--- src/rtl/mandala_pkg.sv ---
// mandala_pkg: shared FSM encoding, cfg register map, ctrl bit positions and reset values
package mandala_pkg;
  typedef enum logic [1:0] {ST_ACTIVE, ST_COMMIT, ST_ADVANCE} state_e;
  localparam logic [1:0] A_CTRL = 2'd0;
  localparam logic [1:0] A_MASK = 2'd1;
  localparam logic [1:0] A_PAT  = 2'd2;
  localparam logic [1:0] A_COL  = 2'd3;
  localparam int C_RUN  = 7;
  localparam int C_STEP = 6;
  localparam int C_DIR  = 5;
  localparam logic [7:0] RST_CTRL = 8'h81;
  localparam logic [7:0] RST_MASK = 8'hFF;
  localparam logic [7:0] RST_PAT  = 8'h00;
  localparam logic [7:0] RST_COL  = 8'h00;
endpackage

--- src/rtl/mandala_anim_ctrl.sv ---
// mandala_anim_ctrl: frame-synchronous commit of shadowed host config and per-frame pattern/colour animation
module mandala_anim_ctrl
  import mandala_pkg::*;
#(
  parameter int FRAME_DIV = 1
) (
  input  logic        clk,
  input  logic        reset,
  input  logic        frame_tick,
  input  logic        cfg_valid,
  output logic        cfg_ready,
  input  logic [1:0]  cfg_addr,
  input  logic [7:0]  cfg_data,
  output logic [7:0]  pattern_offset,
  output logic [5:0]  color_base,
  output logic [7:0]  layer_mask,
  output logic        update_strobe,
  output logic [15:0] frame_count
);
  state_e      state_q, state_d;
  logic [7:0]  live_q [4];
  logic [7:0]  live_d [4];
  logic [7:0]  sh_q [4];
  logic [7:0]  sh_d [4];
  logic [3:0]  dirty_q, dirty_d;
  logic [7:0]  div_q, div_d;
  logic        due_q, due_d;
  logic [1:0]  pre_q;
  logic        chg_q, adv, diff;
  logic [7:0]  spd;
  logic [15:0] fc_q;
  assign cfg_ready      = state_q != ST_COMMIT;
  assign spd            = {4'd0, live_q[A_CTRL][3:0]};
  assign adv            = state_q == ST_ADVANCE && due_q && (live_q[A_CTRL][C_RUN] || live_q[A_CTRL][C_STEP]);
  assign diff           = live_d[A_PAT] != live_q[A_PAT] || live_d[A_MASK] != live_q[A_MASK] ||
                          live_d[A_COL][7:2] != live_q[A_COL][7:2];
  assign update_strobe  = state_q == ST_ADVANCE && (chg_q || diff);
  assign pattern_offset = live_q[A_PAT];
  assign color_base     = live_q[A_COL][7:2];
  assign layer_mask     = live_q[A_MASK];
  assign frame_count    = fc_q;
  always_comb begin
    state_d = state_q;
    live_d  = live_q;
    sh_d    = sh_q;
    dirty_d = dirty_q;
    div_d   = div_q;
    due_d   = due_q;
    if (cfg_valid && cfg_ready) begin
      sh_d[cfg_addr]    = cfg_data;
      dirty_d[cfg_addr] = 1'b1;
    end
    case (state_q)
      ST_ACTIVE: if (frame_tick) begin
        state_d = ST_COMMIT;
        due_d   = div_q == 8'(FRAME_DIV - 1);
        div_d   = due_d ? 8'd0 : div_q + 8'd1;
      end
      ST_COMMIT: begin
        state_d = ST_ADVANCE;
        for (int i = 0; i < 4; i++) live_d[i] = dirty_q[i] ? sh_q[i] : live_q[i];
        dirty_d = '0;
      end
      ST_ADVANCE: begin
        state_d = ST_ACTIVE;
        // a preset committed this frame takes precedence over the animation step
        if (adv) begin
          live_d[A_PAT] = pre_q[0] ? live_q[A_PAT] :
                          live_q[A_CTRL][C_DIR] ? live_q[A_PAT] - spd : live_q[A_PAT] + spd;
          live_d[A_COL] = pre_q[1] ? live_q[A_COL] : live_q[A_COL] + 8'd1;
          live_d[A_CTRL][C_STEP] = 1'b0;
        end
      end
      default: state_d = ST_ACTIVE;
    endcase
  end
  // pre_q/chg_q sampled every cycle; only their COMMIT-cycle values are consumed in ADVANCE
  always_ff @(posedge clk or posedge reset) begin
    if (reset) begin
      state_q <= ST_ACTIVE;
      live_q  <= '{RST_CTRL, RST_MASK, RST_PAT, RST_COL};
      sh_q    <= '{RST_CTRL, RST_MASK, RST_PAT, RST_COL};
      dirty_q <= '0;
      div_q   <= '0;
      due_q   <= 1'b0;
      pre_q   <= '0;
      chg_q   <= 1'b0;
      fc_q    <= '0;
    end else begin
      state_q <= state_d;
      live_q  <= live_d;
      sh_q    <= sh_d;
      dirty_q <= dirty_d;
      div_q   <= div_d;
      due_q   <= due_d;
      pre_q   <= {dirty_q[A_COL], dirty_q[A_PAT]};
      chg_q   <= diff;
      fc_q    <= frame_tick ? fc_q + 16'd1 : fc_q;
    end
  end
endmodule

--- config.mk ---
export PLATFORM = sky130hd
export DESIGN_NAME = mandala_anim_ctrl
export DESIGN_NICKNAME = d
export VERILOG_FILES = /design/src/rtl/mandala_pkg.sv /design/src/rtl/mandala_anim_ctrl.sv
export SDC_FILE = /design/constraint.sdc
export NUM_CORES = 1
export LEC_CHECK = 0
export CAP_MARGIN = 10
export CORE_UTILIZATION = 31
export DETAILED_ROUTE_END_ITERATION = 10
export SLEW_MARGIN = 40
export SYNTH_ARGS = -nofsm -noshare
export SYNTH_HDL_FRONTEND = slang
export SYNTH_SLANG_ARGS = --single-unit
--- constraint.sdc ---
create_clock -name clk -period 9.1 [get_ports clk]
set_input_delay 1.365 -clock clk [delete_from_list [all_inputs] [get_ports clk]]
set_output_delay 1.365 -clock clk [all_outputs]
set_load 0.05 [all_outputs]
==> impl_metrics.py, run 1 <==
metrics = {
    "clock_network": {
        "cts_hold_buf": 0,
        "cts_tree": "yes",
        "path_clk_slew_ns": 0.07,
        "post_cts_buffers": 0,
        "h-tree-depth": 3,
        "clk_latency_ns": 0.35,
        "numClockSinks": 96,
        "cts-buffers-inserted": 9,
        "clock_path_buffers": 2,
        "clockRootBuffer": "clkbuf_16",
        "cts_resized": 0,
    },
    "setup_path": {
        "crit_path_start": "state_q[0]$_DFFE_PP0P_",
        "endpoint_kind": "primary output",
        "crit_type": "reg2out",
        "crit_fanout": 21,
        "cp-start-kind": "flop",
        "critical_path_required_ns": 7.74,
        "crit_arrival_ns": 4.38,
        "rr_startpoint": "live_q[24]$_DFFE_PP1P_",
    },
    "power": {
        "switching_share_pct": 45.5,
        "p_sw_uw": 1130,
        "power_frac_clock_pct": 15.2,
        "peakVddDrop_v": 0.000174,
        "pwr-share-seq_pct": 33.6,
        "powerDensity_nw_per_um2": 384,
        "power_leakage_uw": 0.00263,
        "p_int_uw": 1350,
        "comb_power_share_pct": 51.1,
    },
    "place": {
        "portBuffers": 53,
        "gp_congestion": 0.867,
        "post-place-ws_ns": 3.80,
        "hpwlAfterDp_mm": 9.66,
        "post_dp_cell_area_um2": 6150,
    },
    "cells_and_area": {
        "drive_gt1_share_pct": 17.8,
        "nFillCells": 1696,
        "finalNetCount": 599,
        "syn2layout_area_growth_pct": 16.3,
        "n_antenna_cell": 0,
        "stdcell_area_um2": 6440,
    },
    "flow_run": {
        "cap_violations": 0,
    },
    "timing": {
        "hold_viol": 0,
        "maxSlewViolCount": 0,
        "setup-tns-final_ns": 0,
        "fin_ws_ns": 3.35,
        "period_share_pct": 63.2,
        "relSlewSlack_pct": 47.3,
        "max_freq_mhz": 174,
        "max_slew.worst_pin.slew_ns": 0.791,
        "finalSetupViolCount": 0,
        "fin_crit_ns": 5.75,
        "fin_skew_ns": 0.00947,
        "rsz0062_at_grt": "false",
    },
    "detailed_routing": {
        "ant_nets": 0,
        "drt_iter0_drc": 288,
        "dr_total_vias": 4190,
        "first_pass_iters": 5,
        "viasPerCell": 5.26,
        "routed_wl_mm": 13.5,
        "post-route-drc-count": 0,
        "wl_per_cell_um": 16.9,
    },
    "grt": {
        "grt_remaining_overflow": 0,
        "grt_pass1_wl_mm": 22.1,
        "track_usage_pct": 15.5,
        "grt_max_degree": 61,
        "grt_antenna_before_repair": 0,
        "grt_pass1_vias": 4172,
    },
    "floorplanning": {
        "start_util_pct": 31.9,
        "core.rowCount": 48,
        "core-area_um2": 17400,
        "die_area_um2": 18400,
        "dieWidth_um": 136,
        "die_y_um": 136,
        "ioPinCount": 54,
    },
    "logic_synthesis": {
        "yosys_warnings": 0,
        "synth_top_cell_area_share_pct": 34.3,
        "synth_top_area_cell": "dfrtp_1",
        "yosys_register_bits": 96,
        "synth_edf_count": 0,
        "synth_flop_cell": "dfrtp_1",
        "syn-num-nets": 572,
        "syn_area_um2": 5540,
        "yosysSeqAreaShare_pct": 43.8,
        "synthCells": 540,
        "async_flop_share_pct": 100,
        "synth_common_cells": "dfrtp_1, mux2_2, nand2_1",
        "post_synth.cell_area_avg_um2": 10.3,
        "yosysMostFrequentCell": "dfrtp_1",
        "yosysUniqueCellTypes": 66,
        "yosys-top-cells-area": "dfrtp_1, mux2_2, dfstp_2",
    },
    "worst_hold_path": {
        "min_path_type": "reg2reg",
        "min_from": "div_q[7]$_DFFE_PP0P_",
    },
    "outcome": {
        "status": "completed",
    },
}
routing by layer:
metal	global-route usage, %	vias to the layer above	routed length (µm)
met5	0	-	0
met4	6.24	0	222
met3	2.24	12	658
met2	23.7	119	5930
met1	21.9	2075	6690
li1	-	1984	-
registers in the layout, indices dropped and copies added (netlist names):
signal,cells
sh_q,31
chg_q,1
dirty_q,4
layer_mask,8
state_q,2
pre_q,2
pattern_offset,8
live_q,9
frame_count,16
due_q,1
div_q,8
color_base,6
cell usage in the layout (no fill, tap or decap), drive strengths merged, types with 6 or more instances in the layout:
cell and count:
dfstp 20, a21oi 15, nor2 24, nand4 11, xnor2 23, mux2 56, clkbuf 11, a21o 8
clkdlybuf4s50 53, nand2 52, a22o 9, xor2 12, nand3 21, o21ai 24, mux2i 7, ha 17
dfrtp 76, and3 6, inv 24, nor3 7, nand2b 15
power by group through the flow:
stage | Combinational [µW] | Sequential (µW) | Clock, µW
finish | 1260 | 832 | 376
global route | 1380 | 861 | 400
CTS | 1270 | 830 | 386
detailed placement | 1260 | 836 | 0
global placement | 1240 | 826 | 0
floorplan | 966 | 806 | 0
cell families (layout without fill, tap and decap cells):
group | Yosys count | count (layout) | synth area share (%)
adders and majority gates | 18 | 18 | 4.20
AOI/OAI and AO/OA | 103 | 103 | 12.9
buffers and inverters | 64 | 96 | 6.03
muxes | 63 | 63 | 12.6
DFF | 96 | 96 | 43.8
xor gates and xnor gates | 35 | 35 | 5.53
and+or+nand+nor | 161 | 161 | 14.9
area by class of cell:
cell class | count | area, µm² | share of cell area [%]
Multi-Input combinational cell | 380 | 2790 | 43.3
Sequential cell | 96 | 2430 | 37.7
Timing Repair Buffer | 58 | 568 | 8.82
Tap cell | 225 | 282 | 4.37
Clock buffer | 11 | 253 | 3.92
Inverter | 22 | 85.1 | 1.32
Clock inverter | 5 | 38.8 | 0.602
worst max-delay path, cell delays in order (launching register included):
cell and delay, ns:
dfrtp_1 0.39, inv_1 0.12, ha_1 0.69, inv_2 0.26, or3_1 0.57, o22a_1 0.27, o221ai_1 0.23, a31o_1 0.13
a2111oi_0 0.10, and3_1 0.25, a41oi_2 0.19, clkdlybuf4s50_1 0.83
through the flow:
step                hold slack, ns  utilization [%]  total power, µW  cells
global route                 0.511             37.1             2640    797
detailed placement           0.473             35.4             2090    781
finish                       0.486             37.1             2470    797
floorplan                    0.369                -             1770    540
global placement             0.464             35.4             2060    781
CTS                          0.487             37.1             2480    797
worst paths after layout:
kind | endpoint | slack, ns | cells past startpoint
max in group asynchronous | sh_q[7]$_DFFE_PP0P_ | 6.60 | 3
worst max-delay path | update_strobe | 3.35 | 11
worst min-delay path | div_q[7]$_DFFE_PP0P_ | 0.49 | 1
min in group asynchronous | frame_count[14]$_DFFE_PP0P_ | 1.38 | 2
worst min register to register | div_q[7]$_DFFE_PP0P_ | 0.49 | 1
worst max register to register | chg_q$_DFF_PP0_ | 5.93 | 11
Power figures use the tool's default switching activity.
==> run 2, diff against run 1 <==
==> constraint.sdc (replaced) <==
create_clock -name clk -period 4.86 [get_ports clk]
set_input_delay 0.729 -clock clk [delete_from_list [all_inputs] [get_ports clk]]
set_output_delay 0.729 -clock clk [all_outputs]
set_load 0.05 [all_outputs]
==> impl_metrics.py, run 2 (synthesis results as in run 1) <==
metrics = {
    "detailed_routing": {
        "post-route-drc-count": 0,
        "routed_wl_mm": 13.0,
        "dr_total_vias": 4146,
        "viasPerCell": 5.20,
        "drt_iter0_drc": 271,
        "wl_per_cell_um": 16.3,
        "first_pass_iters": 4,
        "ant_nets": 0,
    },
    "setup_path": {
        "endpoint_kind": "primary output",
        "crit_arrival_ns": 3.71,
        "critical_path_required_ns": 4.13,
        "crit_fanout": 4,
        "crit_type": "reg2out",
        "cp-start-kind": "flop",
    },
    "floorplanning": {
        "start_util_pct": 31.9,
        "dieWidth_um": 136,
        "die_area_um2": 18400,
        "core.rowCount": 48,
        "core-area_um2": 17400,
        "ioPinCount": 54,
        "die_y_um": 136,
    },
    "clock_network": {
        "cts_hold_buf": 0,
        "path_clk_slew_ns": 0.07,
        "clock_path_buffers": 2,
        "h-tree-depth": 3,
        "numClockSinks": 96,
        "clk_latency_ns": 0.34,
        "cts_resized": 0,
        "clockRootBuffer": "clkbuf_16",
        "post_cts_buffers": 0,
        "cts-buffers-inserted": 9,
        "cts_tree": "yes",
    },
    "timing": {
        "period_share_pct": 91.4,
        "rsz0062_at_grt": "false",
        "maxSlewViolCount": 0,
        "fin_skew_ns": 0.00724,
        "relSlewSlack_pct": 55.9,
        "max_freq_mhz": 225,
        "fin_ws_ns": 0.417,
        "fin_crit_ns": 4.44,
        "hold_viol": 0,
        "max_slew.worst_pin.slew_ns": 0.660,
        "setup-tns-final_ns": 0,
        "finalSetupViolCount": 0,
    },
    "cells_and_area": {
        "syn2layout_area_growth_pct": 16.8,
        "drive_gt1_share_pct": 18.2,
        "final_common_cell": "dfrtp_1",
        "regMostFlops": "sh_q",
        "finalNetCount": 600,
        "nFillCells": 1713,
        "layout_common_cells": "dfrtp_1, mux2_2, nand2_1, clkdlybuf4s50_1",
        "regArea_um2": 2430,
        "largest_reg_flops": 31,
        "multi_input_area_um2": 2790,
        "n_antenna_cell": 0,
    },
    "place": {
        "gp_congestion": 0.872,
        "portBuffers": 53,
        "hpwlAfterDp_mm": 9.41,
        "post-place-ws_ns": 0.798,
    },
    "grt": {
        "grt_max_degree": 61,
        "grt_antenna_before_repair": 0,
        "track_usage_pct": 15.2,
        "grt_pass1_wl_mm": 21.6,
        "grt_remaining_overflow": 0,
        "grt_pass1_vias": 4118,
    },
    "outcome": {
        "status": "completed",
    },
    "flow_run": {
        "cap_violations": 0,
    },
    "power": {
        "power_leakage_uw": 0.00265,
        "total_power_uw": 4630,
        "powerDensity_nw_per_um2": 715,
        "peakVddDrop_v": 0.000351,
    },
    "worst_hold_path": {
        "min_path_type": "reg2reg",
    },
}
## run 2: cell type report
type | instances | share of cell area [%]
Inverter | 22 | 1.35
Tap cell | 225 | 4.35
Timing Repair Buffer | 59 | 8.86
Clock buffer | 12 | 4.29
Multi-Input combinational cell | 380 | 43.1
Sequential cell | 96 | 37.5
Clock inverter | 4 | 0.580
## run 2: final timing paths
kind | startpoint | endpoint | slack, ns | depth (start not counted)
setup / recovery | live_q[24]$_DFFE_PP1P_ | update_strobe | 0.42 | 14
hold / removal | frame_count[15]$_DFFE_PP0P_ | frame_count[15]$_DFFE_PP0P_ | 0.48 | 1
setup reg to reg | live_q[24]$_DFFE_PP1P_ | chg_q$_DFF_PP0_ | 1.72 | 11
hold reg to reg | frame_count[15]$_DFFE_PP0P_ | frame_count[15]$_DFFE_PP0P_ | 0.48 | 1
max in group asynchronous | reset | layer_mask[3]$_DFF_PP1_ | 3.12 | 3
min in group asynchronous | reset | frame_count[12]$_DFFE_PP0P_ | 0.82 | 2
## run 2: where the power goes
part | internal, µW | total, µW | switching (µW) | leakage, µW
clock | 416 | 733 | 317 | 0.000157
sequential | 1180 | 1550 | 374 | 0.00117
combinational | 964 | 2350 | 1380 | 0.00132
total | 2560 | 4630 | 2070 | 0.00265
## run 2: layer usage
metal | part of all wire [%] | global-route usage [%] | vias up
met2 | 45 | 23.4 | 97
met3 | 4.7 | 3.40 | 15
li1 | - | - | 1980
met1 | 49 | 21.0 | 2054
met5 | 0 | 0 | -
met4 | 1.7 | 4.93 | 0
## run 2: critical path, stage by stage (launching register included)
cell,delay (ns)
dfstp_2,0.56
inv_1,0.04
ha_1,0.27
mux2_2,0.29
inv_1,0.07
ha_1,0.23
nand2b_1,0.10
a21oi_1,0.09
or4_1,0.41
a31oi_1,0.22
xnor2_1,0.14
a21oi_1,0.14
o32a_1,0.37
a41oi_2,0.22
buf_4,0.23
## run 2: per-stage QoR
step | utilization [%] | hold WS [ns] | area, µm² | instances
after floorplan | - | 0.369 | 5540 | 540
after global placement | 35.4 | 0.465 | 6140 | 782
after detailed placement | 35.5 | 0.464 | 6150 | 782
after CTS | 37.3 | 0.485 | 6470 | 798
after global routing | 37.3 | 0.500 | 6470 | 798
final | 37.3 | 0.480 | 6470 | 798
==> run 3, diff against run 2 <==
--- a/config.mk
+++ b/config.mk
@@ -7,6 +7,7 @@
 export LEC_CHECK = 0
 export CAP_MARGIN = 10
 export CORE_UTILIZATION = 31
+export CTS_CLUSTER_DIAMETER = 120
 export DETAILED_ROUTE_END_ITERATION = 10
 export SLEW_MARGIN = 40
 export SYNTH_ARGS = -nofsm -noshare
==> results of run 3 <==
Final layout, timing and power as in run 2 (identical DEF).
